===== src/rtl/qos_wrr_scheduler.sv =====
// qos_wrr_scheduler: weighted round-robin drain of four QoS class FIFOs onto one link FIFO
module qos_wrr_scheduler #(
  parameter int DATA_W   = 12,
  parameter int WEIGHT_W = 4
) (
  input  logic                clk,
  input  logic                reset,
  input  logic                init,
  input  logic [WEIGHT_W-1:0] weight0,
  input  logic [WEIGHT_W-1:0] weight1,
  input  logic [WEIGHT_W-1:0] weight2,
  input  logic [WEIGHT_W-1:0] weight3,
  input  logic [3:0]          fifo_empty,
  input  logic [DATA_W-1:0]   fifo_data0,
  input  logic [DATA_W-1:0]   fifo_data1,
  input  logic [DATA_W-1:0]   fifo_data2,
  input  logic [DATA_W-1:0]   fifo_data3,
  input  logic                almost_full_out,
  output logic [3:0]          pop,
  output logic                push_out,
  output logic [DATA_W-1:0]   data_out,
  output logic [1:0]          vc_out,
  output logic                idle_out,
  output logic                active_out
);
  typedef enum logic [1:0] {RESET, INIT, IDLE, ACTIVE} state_t;
  state_t              state;
  logic [WEIGHT_W-1:0] wr [4];
  logic [WEIGHT_W-1:0] credit;
  logic [1:0]          ptr, scan, gnt;
  logic [3:0]          elig;
  logic                stay, go, push_r;
  always_comb begin
    for (int i = 0; i < 4; i++) elig[i] = !fifo_empty[i] && wr[i] != '0;
    scan = ptr;
    // descending scan so the nearest eligible class after ptr wins, ptr itself last
    for (int k = 4; k >= 1; k--) if (elig[ptr + 2'(k)]) scan = ptr + 2'(k);
    stay = elig[ptr] && credit < wr[ptr];
    gnt  = stay ? ptr : scan;
    go   = state == ACTIVE && !init && !reset && !almost_full_out && |elig;
    pop  = go ? 4'b0001 << gnt : 4'b0000;
  end
  always_ff @(posedge clk) begin
    if (reset) begin
      state  <= RESET;
      ptr    <= '0;
      credit <= '0;
      push_r <= 1'b0;
      for (int i = 0; i < 4; i++) wr[i] <= WEIGHT_W'(1);
    end else begin
      push_r <= go;
      if (go) begin
        ptr    <= gnt;
        credit <= stay ? credit + 1'b1 : WEIGHT_W'(1);
      end
      if (state == RESET) state <= INIT;
      else if (init) begin
        state  <= INIT;
        credit <= '0;
        wr[0]  <= weight0;
        wr[1]  <= weight1;
        wr[2]  <= weight2;
        wr[3]  <= weight3;
      end else state <= |elig ? ACTIVE : IDLE;
    end
  end
  // ptr always holds the class of the last pop, so it doubles as the registered select
  assign push_out   = push_r && !reset;
  assign vc_out     = ptr;
  assign idle_out   = state == IDLE;
  assign active_out = state == ACTIVE;
  always_comb
    data_out = !push_out ? '0 : ptr == 2'd0 ? fifo_data0 : ptr == 2'd1 ? fifo_data1 :
               ptr == 2'd2 ? fifo_data2 : fifo_data3;
endmodule

===== config.mk =====
export PLATFORM = sky130hd
export DESIGN_NAME = qos_wrr_scheduler
export DESIGN_NICKNAME = d
export VERILOG_FILES = /design/src/rtl/qos_wrr_scheduler.sv
export SDC_FILE = /design/constraint.sdc
export NUM_CORES = 1
export LEC_CHECK = 0
export CELL_PAD_IN_SITES_DETAIL_PLACEMENT = 0
export CELL_PAD_IN_SITES_GLOBAL_PLACEMENT = 1
export CORE_MARGIN = 2
export CORE_UTILIZATION = 31
export DETAILED_ROUTE_END_ITERATION = 16
export PLACE_DENSITY = 0.91
export SETUP_SLACK_MARGIN = 0.15
export SYNTH_ARGS = -nofsm -noshare
export SYNTH_HDL_FRONTEND = slang
export SYNTH_SLANG_ARGS = --single-unit

===== constraint.sdc =====
create_clock -name clk -period 3.4 [get_ports clk]
set_input_delay 0.68 -clock clk [delete_from_list [all_inputs] [get_ports clk]]
set_output_delay 0.68 -clock clk [all_outputs]
set_load 0.05 [all_outputs]

# After elaboration in Yosys (flattened, before gate mapping)
# Memory sizes are Yosys's and may differ from the RTL's. A register that Yosys moved wholly into a read port is not among the register bits.
# Cells that the tools add are included.
# op_classes
add_sub_neg	4
multipliers	0
n_div	0
n_lt_le_gt_ge	5
n_eq_ne	4
n_shift	1
mux	36
bitwise_logic	4
n_reduce_logical	25
# op_table
cell	n
two-way mux 12 bit	4
two-way mux 4 bit	9
nonzero test 4 bit	4
two-way mux 1 bit	13
less-than comparator 2 x 3 -> 1 bit, second input constant	4
two-way mux 2 bit	6
logical AND 1 bit	10
binary-select mux 1 bit (select 2 bit)	4
zero test 1 bit	7
equality test 2 bit, second input constant	3
adder 2 bit, second input constant	2
adder 4 x 1 -> 4 bit, second input constant	1
zero test 2 bit	2
less-than comparator 4 bit	1
OR 1 bit	4
OR reduction 4 bit	1
left shift 1 x 2 -> 4 bit, first input constant	1
OR reduction 3 bit	1
adder 2 x 1 -> 2 bit, second input constant	1
equality test 2 x 1 -> 1 bit, second input constant	1
# word_totals
ff_bits	9
latch_bits	0
ramBits	16
mem_bits_ro	0
in_bits	72
output_inout_bits	21
elab_cells	85
mem_count	1
# memory_table
name	words	word_bits	rd	rd_ports_with_merged_regs	write_ports	line	rtl
wr	4	4	5	1	4	28	logic [WEIGHT_W-1:0] wr [4];

# Logic depth before layout (Yosys ltp)
# Gate-level depths: netlist of the first run.
# An unclocked memory read counts as a cell.
# depth
ltp_word	11
mapped_depth	9
depth_no_buf	9

# Worst setup path before layout of the first run
# No wires, ideal clock.
# synth_timing
path_type	register to output
startpoint	register ptr[1] (netlist: vc_out[1])
endpoint	output port pop[3]
arrival_ns	3.457
t_required_ns	2.720
slack_ns	-0.737
stages_incl_launch_ff	9
path_buffers	0
path_cell_list	dfxtp_1 > inv_1 > ha_1 > inv_1 > or4_1 > nand4b_1 > o311a_2 > a21oi_1 > o31ai_1
# synth_between
elab_chain_len	9
word_cells_on_any_way	18
classes_between	add/sub (3); shift (1); mux (13); reduce/logical (1)
# synth_rtl
element	line	rtl
start: declaration	30	logic [1:0] ptr, scan, gnt;
start signal: assignment	53	ptr <= gnt;
adder 2 bit	37	for (int k = 4; k >= 1; k--) if (elig[ptr + 2'(k)]) scan = ptr + 2'(k);
binary-select mux 1 bit (select 2 bit)	37	
two-way mux 1 bit (not written as such)	37	
two-way mux 2 bit (3 in a row)	37	
two-way mux 2 bit *	39	gnt = stay ? ptr : scan;
left shift 1 x 2 -> 4 bit *	41	pop = go ? 4'b0001 << gnt : 4'b0000;
two-way mux 4 bit *	41	
end: declaration	19	output logic [3:0] pop,
# Every way passes the cells marked *; elsewhere a longest branch is shown, timed or not. The select of a mux whose other input is x is not followed.

==> results of run 1 <==
[where the power goes]
group          internal (mW)  switching, mW  total (mW)
sequential             0.360         0.0108       0.370
combinational          0.144         0.0935       0.238
clock                 0.0837          0.111       0.195
[metrics by stage]
step            util  setup WS, ps  hold slack, ps  power (mW)
5_1_grt        0.550          -307             541       0.838
2_1_floorplan      -          71.5             466       0.461
3_5_place_dp   0.508         -26.8             501       0.579
3_3_place_gp   0.508         -9.78             487       0.574
6_report       0.550          -159             514       0.803
4_1_cts        0.533         -89.0             515       0.778
[logic make-up after synthesis]
group,Yosys count,synth area share
fa+ha+maj,7,0.0417
simple gates,102,0.279
compound gates,58,0.192
mux,20,0.117
flops,27,0.334
buf+inv,17,0.0363
[registers in the layout, summed over array words and instances, names as in the netlist, named ones only]
name    flops
vc_out      2
credit      4
state       2
wr         16
push_r      1
[critical path: cells and delay by family, from the launching register on]
| family | cells | cell delay [ps] |
|---|---|---|
| adder cells (fa/ha/maj) | 1 | 190 |
| AND/OR/NAND/NOR | 1 | 180 |
| AO/OA/AOI/OAI | 5 | 1030 |
| flip-flops | 1 | 400 |
| buffers and inverters | 2 | 260 |
| multiplexers | 1 | 510 |
[per-layer routing]
layer / wire length (µm) / share of wire / GRT usage / vias to the layer above
met5: 0 / 0 / 0 / -
met4: 78 / 0.012 / 0.0355 / 0
met3: 333 / 0.053 / 0.0343 / 7
met2: 3210 / 0.51 / 0.310 / 71
met1: 2650 / 0.42 / 0.195 / 1016
li1: - / - / - / 1091
[cell type report]
type	instances	area, µm²
Fill cell	597	3000
Multi-Input combinational cell	187	1480
Timing Repair Buffer	121	1300
Sequential cell	27	712
Tap cell	80	100
Clock buffer	3	41.3
Inverter	8	30.0
Clock inverter	1	7.51
[path summary, 6_finish.rpt]
kind	slack, ps	depth (start not counted)	startpoint	endpoint
worst min register to register	510	2	credit[1]$_SDFF_PP0_	credit[1]$_SDFF_PP0_
worst max register to register	650	11	register	credit[3]$_SDFF_PP0_
worst min-delay path	510	2	credit[1]$_SDFF_PP0_	credit[1]$_SDFF_PP0_
worst max-delay path	-160	10	register	pop[0]
[synthesized netlist by cell type (all sizes together) (6+ instances only)]
library cell  number
nor4               7
inv                8
dfxtp             11
clkbuf             7
edfxtp            16
mux2i             16
nand2b             8
nor2              46
and2              14
nand2              6
a21oi             31
ha                 7
[timing repair]
item / CTS / global route
gates resized for setup: 6 / 18
buffers inserted: 12 / 4
pin swaps: 5 / 11
cloned: 0 / 0
setup endpoints to repair: 4 / 9
==> metrics, run 1 <==
Area Overhead vs Synth=75.0%; Final Hold Viols=0; TritonCTS Buffers=3; max_slew headroom=0.375; Final ANT Viol Nets=0; CP endpoint kind=primary output; Port-buffer cells=92; Top Ports=93; total core area=6680 µm²; Synth area leaders=edfxtp_1, dfxtp_1, nor2_1; Max clock buf depth=2; Critical Path AT=2880 ps; clk_lat worst skew=between 200 and 300 ps; final RePlAce weighted congestion=around 0.85; routed len/inst=14.7 µm; final wirelength=approximately 6.3 mm; initial antenna violation count=0; Iter 0 DRT Violations=87; largest net degree at the start of global routing=25; Post-Syn Nets=310; number of synthesized flops with an enable pin=16; Hold Buf Count CTS=0; via count=2185; asr flop ratio synth=0; Crit path largest cell delay=510 ps; Syn Std Cell Area=2100 µm²; die width=86.3 µm; first-pass GRT wire length=10.0 mm; Synth area leader=edfxtp_1; fin cells=427; most common cell after layout, fill and taps aside=clkdlybuf4s50_1; final setup violating endpoints=3; cell area after placement=3390 µm²; CTS HTree Levels=1; RSZ-0062 raised after global routing=true; min cycle time layout=3560 ps; maximum VDD drop=roughly 0.22 mV; Worst-path clk slew=approximately 90 ps; share of cells above drive strength 1=0.268; Post-Layout Inst Area=3680 µm²; leak pwr=between 1 and 1.5 nW; total die area=7450 µm²; P per Cell Area=~220 nW/µm²; CTS tree=built; Worst Slack Setup Final=-159 ps; Clock Skews=8.19 ps; Post-DP HPWL=between 4 and 5 mm; # diodes=0; max_cap viols=0; placed instance count=407; Total GRT Usage=0.166; syn_area_per_cell=between 9 and 10 µm²; CP Cell Sequence=mux4_2 > inv_2 > ha_4 > a21o_1 > a21oi_4 > o31ai_4 > nor2_4 > o22ai_4 > o41ai_4 > buf_12; post-synthesis sequential area ratio=0.334; Cell Rows=30; Setup Total Neg Slack=-321 ps; failing checks=setup timing; Clock Tree Root=clkbuf_8; HP Class=register to register; Die Y=86.3 µm; worst slew pin tran=938 ps; CP Max Fanout=5; clock sink count=27; kind of critical path=register to primary output; share of the synthesized area in the top cell type=0.229; Yosys cell types=52; DRC Markers=0; vias per cell=5.12; Post-Synthesis Cells=231; Critical Path Source Type=register; vias in the first global route=2131; nets=427; status=complete, but fails checks; Crit-path slowest cell=mux4_2; warning count from the yosys run=0; DR pass1 iterations=5; Fmax achieved=281 MHz; Worst Path Required=2720 ps; period utilization=1.05; ys flop type=edfxtp_1; Max Slew Vio Count=0; most frequent cells in the layout=clkdlybuf4s50_1, nor2_1, buf_4, a21oi_1; starting density of the core=0.314; grt total ovfl=0; post-synthesis register bit count=27
(Power assumes the default switching activity.)
==> inputs of run 2 (changes only) <==
--- a/config.mk
+++ b/config.mk
@@ -11,6 +11,7 @@
 export CORE_UTILIZATION = 31
 export DETAILED_ROUTE_END_ITERATION = 16
 export PLACE_DENSITY = 0.91
+export RECOVER_POWER = 25
 export SETUP_SLACK_MARGIN = 0.15
 export SYNTH_ARGS = -nofsm -noshare
 export SYNTH_HDL_FRONTEND = slang
==> run 2 against run 1 <==
Compared with the run above:
- the flow still finishes with violations (setup timing)
- fmax about the same
- final area decreased by 0.20%
- largest cell class unchanged
- register-to-register slack about the same
- combinational power about the same
- non-clock buffer count unchanged
- sequential cell count unchanged
- sequential power about the same
- critical path type unchanged
==> metrics, run 2 (synthesis results as in run 1) <==
final wirelength=6.27 mm (about the same); final RePlAce weighted congestion=0.851 (unchanged); Worst-path clk slew=90 ps (about the same); min cycle time layout=3560 ps (+1.21 ps); clock sink count=27 (unchanged); top flop regs=wr (16), credit (4); most common cell after layout, fill and taps aside=clkdlybuf4s50_1; final setup violating endpoints=3 (unchanged); DRC Markers=0 (unchanged); max_slew headroom=0.376 (+0.00148); total die area=7450 µm² (unchanged); RSZ-0062 raised after global routing=true; Post-DP HPWL=4.71 mm (unchanged); DR pass1 iterations=4 (-1); Total GRT Usage=0.166 (unchanged); grt total ovfl=0 (unchanged); Top reg by flops=wr; worst slew pin tran=936 ps (-2.22 ps); die width=86.3 µm (unchanged); Area Overhead vs Synth=74.7%; final core area utilization=0.549 (-0.00112); Cell Rows=30 (unchanged); Critical Path Source Type=register; failing checks=setup timing; Final Hold Viols=0 (unchanged); status=complete, but fails checks; # diodes=0 (unchanged); P per Cell Area=219 nW/µm² (+0.17%); P_sw=0.217 mW (+0.58%); starting density of the core=0.314 (unchanged); Clock Power Share=0.244 (+0.002); vias in the first global route=2131 (unchanged); Final ANT Viol Nets=0 (unchanged); Top Ports=93 (unchanged); CTS HTree Levels=1 (unchanged); max reg flops=16 (unchanged); leak pwr=1.31 nW (-1.2%); first-pass GRT wire length=10.0 mm (unchanged); CP endpoint kind=primary output; hold slack=514 ps (-0.831 ps); CTS tree=built; max_cap viols=0 (unchanged); TritonCTS Buffers=3 (unchanged); period utilization=1.05 (about the same); Port-buffer cells=92 (unchanged); total core area=6680 µm² (unchanged); Iter 0 DRT Violations=106 (+22%); largest net degree at the start of global routing=25 (unchanged); nets=427 (unchanged); Worst Path Required=2720 ps (about the same); Max clock buf depth=2 (unchanged); share of cells above drive strength 1=0.262 (-0.00576); Fmax achieved=281 MHz (about the same); Net Sw Frac=0.270 (+0.00164); Clock Tree Root=clkbuf_8; Int Power=0.586 mW (-0.26%); Comb power frac=0.295 (about the same); maximum VDD drop=0.221 mV (+0.92%); CP Max Fanout=5 (unchanged); Worst Slack Setup Final=-160 ps (-1.21 ps); Clock Skews=9.49 ps (+1.30 ps); vias per cell=5.11 (about the same); sequential share of power=0.461 (about the same); clk_lat worst skew=290 ps (about the same); most frequent cells in the layout=clkdlybuf4s50_1, nor2_1, a21oi_1, buf_4; Crit-path slowest cell=mux4_2; kind of critical path=register to primary output; initial antenna violation count=0 (unchanged); Crit path largest cell delay=510 ps (about the same); CP Cell Sequence=mux4_2 > inv_2 > ha_4 > a21o_1 > a21oi_4 > o31ai_4 > nor2_4 > o22ai_4 > o41ai_4 > buf_12; Final Power=0.803 mW (about the same); HP Class=register to register; Max Slew Vio Count=0 (unchanged); Die Y=86.3 µm (unchanged); via count=2184 (-0.046%); Critical Path AT=2880 ps (about the same); routed len/inst=14.7 µm (about the same)
[run 2: path summary, 6_finish.rpt]
path	start	cells past startpoint	slack, ps	to
worst max-delay path	register	10	-160	pop[0]
worst min-delay path	credit[1]$_SDFF_PP0_	2	510	credit[1]$_SDFF_PP0_
worst max register to register	register	11	650	credit[3]$_SDFF_PP0_
worst min register to register	credit[1]$_SDFF_PP0_	2	510	credit[1]$_SDFF_PP0_
[run 2: worst max-delay path, delay by kind of cell (launching register included)]
family	cells	cell delay, ps
compound gates	5	1030
fa+ha+maj	1	190
buf+inv	2	260
flops	1	400
mux	1	510
simple gates	1	170
[run 2: final cells by class]
| class | count | area (µm²) |
|---|---|---|
| fillers | 597 | 3010 |
| multi-input cells | 187 | 1480 |
| repair buffers | 121 | 1300 |
| flip-flops and latches | 27 | 712 |
| well taps | 80 | 100 |
| clock buffers | 3 | 41.3 |
| inverters | 8 | 30.0 |
| clock inverters | 1 | 7.51 |
[run 2: stage by stage]
stage | setup WS [ps] | TNS, ps | std cells | cell area, µm²
2_1_floorplan | 71.5 | 0 | 231 | 2160
3_3_place_gp | -9.78 | -9.78 | 407 | 3390
3_5_place_dp | -26.8 | -45.2 | 407 | 3390
4_1_cts | -89.0 | -163 | 423 | 3560
5_1_grt | -307 | -821 | 427 | 3670
6_report | -160 | -324 | 427 | 3670
[run 2: power by group through the flow]
stage                     Sequential, mW  Clock (mW)  Combinational, mW
final                              0.370       0.196              0.236
after global routing               0.372       0.211              0.253
after CTS                          0.369       0.190              0.219
after detailed placement           0.382           0              0.196
after global placement             0.382           0              0.193
after floorplan                    0.379           0             0.0821
[run 2: per-layer routing]
| layer | part of all wire | GRT usage | vias up |
|---|---|---|---|
| met5 | 0 | 0 | - |
| met4 | 0.012 | 0.0355 | 0 |
| met3 | 0.051 | 0.0343 | 7 |
| met2 | 0.52 | 0.310 | 65 |
| met1 | 0.42 | 0.195 | 1020 |
| li1 | - | - | 1092 |
[run 2: what timing repair did]
item	in CTS	in global routing
hold buffers	0	0
gates cloned	0	0
hold endpoints to repair	0	0
pin swaps	5	11
setup endpoints to repair	4	9
gates resized for setup	6	18
setup buffers	12	4
==> inputs of run 3 (changes only) <==
--- a/config.mk
+++ b/config.mk
@@ -7,8 +7,10 @@
 export LEC_CHECK = 0
 export CELL_PAD_IN_SITES_DETAIL_PLACEMENT = 0
 export CELL_PAD_IN_SITES_GLOBAL_PLACEMENT = 1
+export CORE_ASPECT_RATIO = 1.1
 export CORE_MARGIN = 2
 export CORE_UTILIZATION = 31
+export CTS_CLUSTER_SIZE = 30
 export DETAILED_ROUTE_END_ITERATION = 16
 export PLACE_DENSITY = 0.91
 export RECOVER_POWER = 25
==> run 3 against run 2 <==
Compared with the run above:
- sequential power grew 1%
- final cell count grew 0.23%
- combinational power shrank 7%
- global-route usage shrank 0.34 points
- the flow still finishes with violations (setup timing)
- worst setup slack gained 91 ps
- die area is essentially flat
- largest cell class unchanged
- core utilization grew 0.24 points
==> metrics, run 3 (synthesis results as in run 1) <==
routed len/inst=14.6 µm (-0.44%); most frequent cells in the layout=clkdlybuf4s50_1, nor2_1, a21oi_1, buf_4; kind of critical path=register to primary output; Cell Rows=31 (+3.3%); Post-DP HPWL=4.85 mm (+3.0%); Final Hold Viols=0 (unchanged); Top Ports=93 (unchanged); CP endpoint kind=primary output; Worst Slack Setup Final=-68.5 ps (+91.5 ps); worst slack, placed=-34.9 ps (-8.08 ps); vias in the first global route=2171 (+1.9%); Clock Skews=2.97 ps (-6.52 ps); Final Power=0.776 mW (-3.4%); Worst Path Required=2720 ps (about the same); Setup Total Neg Slack=-155 ps (+169 ps); initial antenna violation count=0 (unchanged); CTS HTree Levels=1 (unchanged); vias per cell=5.15 (+0.73%); share of cells above drive strength 1=0.251 (-0.0108); Top reg by flops=wr; period utilization=1.02 (-0.0269); fill cell count=598 (+0.17%); Worst-path clk slew=90 ps (about the same); reg2reg setup slack=800 ps (+150 ps); final setup violating endpoints=4 (+1); top flop regs=wr (16), credit (4); # diodes=0 (unchanged); total core area=6560 µm² (-1.9%); Total GRT Usage=0.163 (-0.00344); largest net degree at the start of global routing=25 (unchanged); status=complete, but fails checks; most common cell after layout, fill and taps aside=clkdlybuf4s50_1; RSZ-0062 raised after global routing=true; clk_lat worst skew=270 ps (-20 ps); Iter 0 DRT Violations=60 (-43%); die width=82.5 µm (-4.4%); final wirelength=6.25 mm (-0.21%); via count=2205 (+0.96%); first-pass GRT wire length=9.76 mm (-2.5%); Critical Path Source Type=register; TritonCTS Buffers=3 (unchanged); worst r2r path cells=10 (-1); DRC Markers=0 (unchanged); Critical Path AT=2790 ps (-90 ps); leak pwr=1.31 nW (-0.36%); min cycle time layout=3470 ps (-91.5 ps); worst slew pin tran=931 ps (-4.90 ps); Fmax achieved=288 MHz (+2.6%); P per Cell Area=214 nW/µm² (-1.9%); Port-buffer cells=92 (unchanged); final RePlAce weighted congestion=0.825 (-3.0%); Area Overhead vs Synth=72.1%; Final ANT Viol Nets=0 (unchanged); placed instance count=410 (+0.74%); DR pass1 iterations=4 (unchanged); CP Max Fanout=5 (unchanged); clock sink count=27 (unchanged); Clock Tree Root=clkbuf_8; RR Startpoint=wr[0][2]$_SDFFCE_PN0P_; max_slew headroom=0.380 (+0.00327); grt total ovfl=0 (unchanged); Max clock buf depth=2 (unchanged); max reg flops=16 (unchanged); fin cells=428 (+0.23%); maximum VDD drop=0.187 mV (-15%); CTS tree=built; hold slack=503 ps (-10.2 ps); failing checks=setup timing; end point of the critical path=pop[2]; Crit. Startpoint=wr[0][2]$_SDFFCE_PN0P_; Die Y=90.3 µm (+4.7%); reg-to-reg endpoint=credit[3]$_SDFF_PP0_; HP Class=register to register; total die area=7450 µm² (about the same); starting density of the core=0.320 (+0.00606); Max Slew Vio Count=0 (unchanged); nets=426 (-0.23%); max_cap viols=0 (unchanged)
[run 3: cell types whose count changed in the layout (fill, tap and decap cells not counted), moves of 2 or more]
cell / change
and2_0: -4
and2_1: +4
a21oi_2: +2
a21oi_4: -2
[run 3: power by group]
group / internal (mW) / switching, mW
registers: 0.360 / 0.0142
clock network: 0.0821 / 0.0996
logic: 0.134 / 0.0864
[run 3: critical path: stages, from the launching register on]
cell,delay (ps)
edfxtp_1,420
mux4_2,490
inv_2,90
ha_4,190
a21o_1,180
a21oi_2,180
o31a_4,190
a21oi_4,50
and2_4,190
o41ai_4,340
buf_12,180
[run 3: per-layer routing]
metal  GRT usage  up-vias  share of wire
met3      0.0240       10          0.061
met4      0.0396        0          0.020
li1            -     1087              -
met2       0.305       80           0.52
met1       0.188     1028           0.40
met5           0        -              0
[run 3: worst min-delay path by stage]
stage,startpoint,end,slack (ps),depth (start not counted)
3_5_place_dp,credit[1]$_SDFF_PP0_,credit[1]$_SDFF_PP0_,490,2
4_1_cts,credit[1]$_SDFF_PP0_,credit[1]$_SDFF_PP0_,500,2
3_3_place_gp,credit[1]$_SDFF_PP0_,credit[1]$_SDFF_PP0_,480,2
2_1_floorplan,credit[1]$_SDFF_PP0_,credit[1]$_SDFF_PP0_,470,2
5_1_grt,credit[1]$_SDFF_PP0_,credit[1]$_SDFF_PP0_,540,2
6_report,credit[1]$_SDFF_PP0_,credit[1]$_SDFF_PP0_,500,2
[run 3: area by class of cell]
cell class / instances / area (µm²) / share of cell area
clock buffer: 3 / 41.3 / 0.0114
multi-input combinational: 187 / 1440 / 0.398
inverter: 8 / 30.0 / 0.00830
sequential: 27 / 712 / 0.197
tap: 82 / 103 / 0.0284
clock inverter: 1 / 5.00 / 0.00138
timing repair buffer: 120 / 1280 / 0.355
[run 3: metrics by stage]
stage / utilization / area [µm²]
finish: 0.552 / 3620
detailed placement: 0.519 / 3400
global placement: 0.519 / 3400
CTS: 0.548 / 3590
floorplan: - / 2160
global route: 0.552 / 3620
[run 3: timing repair]
action | CTS | global route
pin swaps | 14 | 3
hold buffers | 0 | 0
buffers inserted | 11 | 3
resized for setup | 14 | 2
setup endpoints to repair | 4 | 6
==> RTL change: new RTL, config.mk and constraints of run 1 <==
The 4 states of `state_t` get a Gray code encoding in 2 bits.
--- a/src/rtl/qos_wrr_scheduler.sv
+++ b/src/rtl/qos_wrr_scheduler.sv
@@ -23,7 +23,7 @@
   output logic                idle_out,
   output logic                active_out
 );
-  typedef enum logic [1:0] {RESET, INIT, IDLE, ACTIVE} state_t;
+  typedef enum logic [1:0] {RESET = 2'b00, INIT = 2'b01, IDLE = 2'b11, ACTIVE = 2'b10} state_t;
   state_t              state;
   logic [WEIGHT_W-1:0] wr [4];
   logic [WEIGHT_W-1:0] credit;
Behaviour: same outputs for any inputs over 4 cycles, from zero or initial values and one cycle with reset high; so few cycles prove little.
==> RTL change against run 1 <==
The flow still finishes with violations (setup timing); routed wire length decreased by 6.2%; synthesized cell count shrank 0.43%; power decreased by 6.8%; sequential cell count unchanged; synthesized area is 4.2% lower; clock power shrank 11%; setup slack gained 22 ps; final area shrank 7.4%; critical endpoint is now pop[2].
==> RTL change: results (changes against run 1) <==
metric;value;unit;change
cpPeakStageDelay;480;ps;-30 ps
status;finished with violations;;
buffers;110;;-9.1%
layout.nonclk_buf_share;35.2;%;-0.21 points
finClkSkew;6.01;ps;-2.17 ps
muxShareOfSynthArea;12.2;%;+0.46 points
finalSetupViolCount;4;;+1
post_cts.repair.setup_buffers;2;;-10
synth_fa_ha_area_share;4.35;%;+0.18 points
critPathArrivalTime;2860;ps;-20 ps
worstPathMaxFanout;6;;+1
worst_slack;-137;ps;+21.8 ps
violations;setup timing;;
gp_congestion;0.804;;-5.5%
timing.rr.end;credit[2]$_SDFF_PP0_;;
grt_util_met3;2.46;%;-0.97 points
p_leak;1.23;nW;-7.4%
drive_above_1_share;23.7;%;-3.1 points
swShare;24.0;%;-2.8 points
gr-usage-met1;17.6;%;-2.0 points
drt_first_iter_violations;96;;+10%
ys_seq_area_share;34.8;%;+1.5 points
synth_compound_area_share;17.4;%;-1.8 points
multi_input_gates;183;;-2.1%
clock_latency;270;ps;-20 ps
hpwlAfterDp;4760;µm;+0.98%
hold_start;credit[3]$_SDFF_PP0_;;
==> RTL change: worst max-delay path by stage <==
stage,to,slack [ps],cells past startpoint
2_1_floorplan,pop[3],70,11
3_3_place_gp,pop[2],-20,10
3_5_place_dp,pop[2],-50,10
4_1_cts,pop[3],-120,11
5_1_grt,pop[3],-240,11
6_report,pop[2],-140,8
==> RTL change: through the flow <==
| stage | hold WS [ps] | total power [mW] | util, % | setup TNS [ps] | std cells |
|---|---|---|---|---|---|
| 2_1_floorplan | 467 | 0.455 | - | 0 | 230 |
| 3_3_place_gp | 487 | 0.565 | 51.8 | -17.4 | 403 |
| 3_5_place_dp | 494 | 0.571 | 51.8 | -50.1 | 403 |
| 4_1_cts | 542 | 0.751 | 53.6 | -321 | 409 |
| 5_1_grt | 580 | 0.783 | 53.9 | -983 | 411 |
| 6_report | 539 | 0.748 | 53.9 | -462 | 411 |
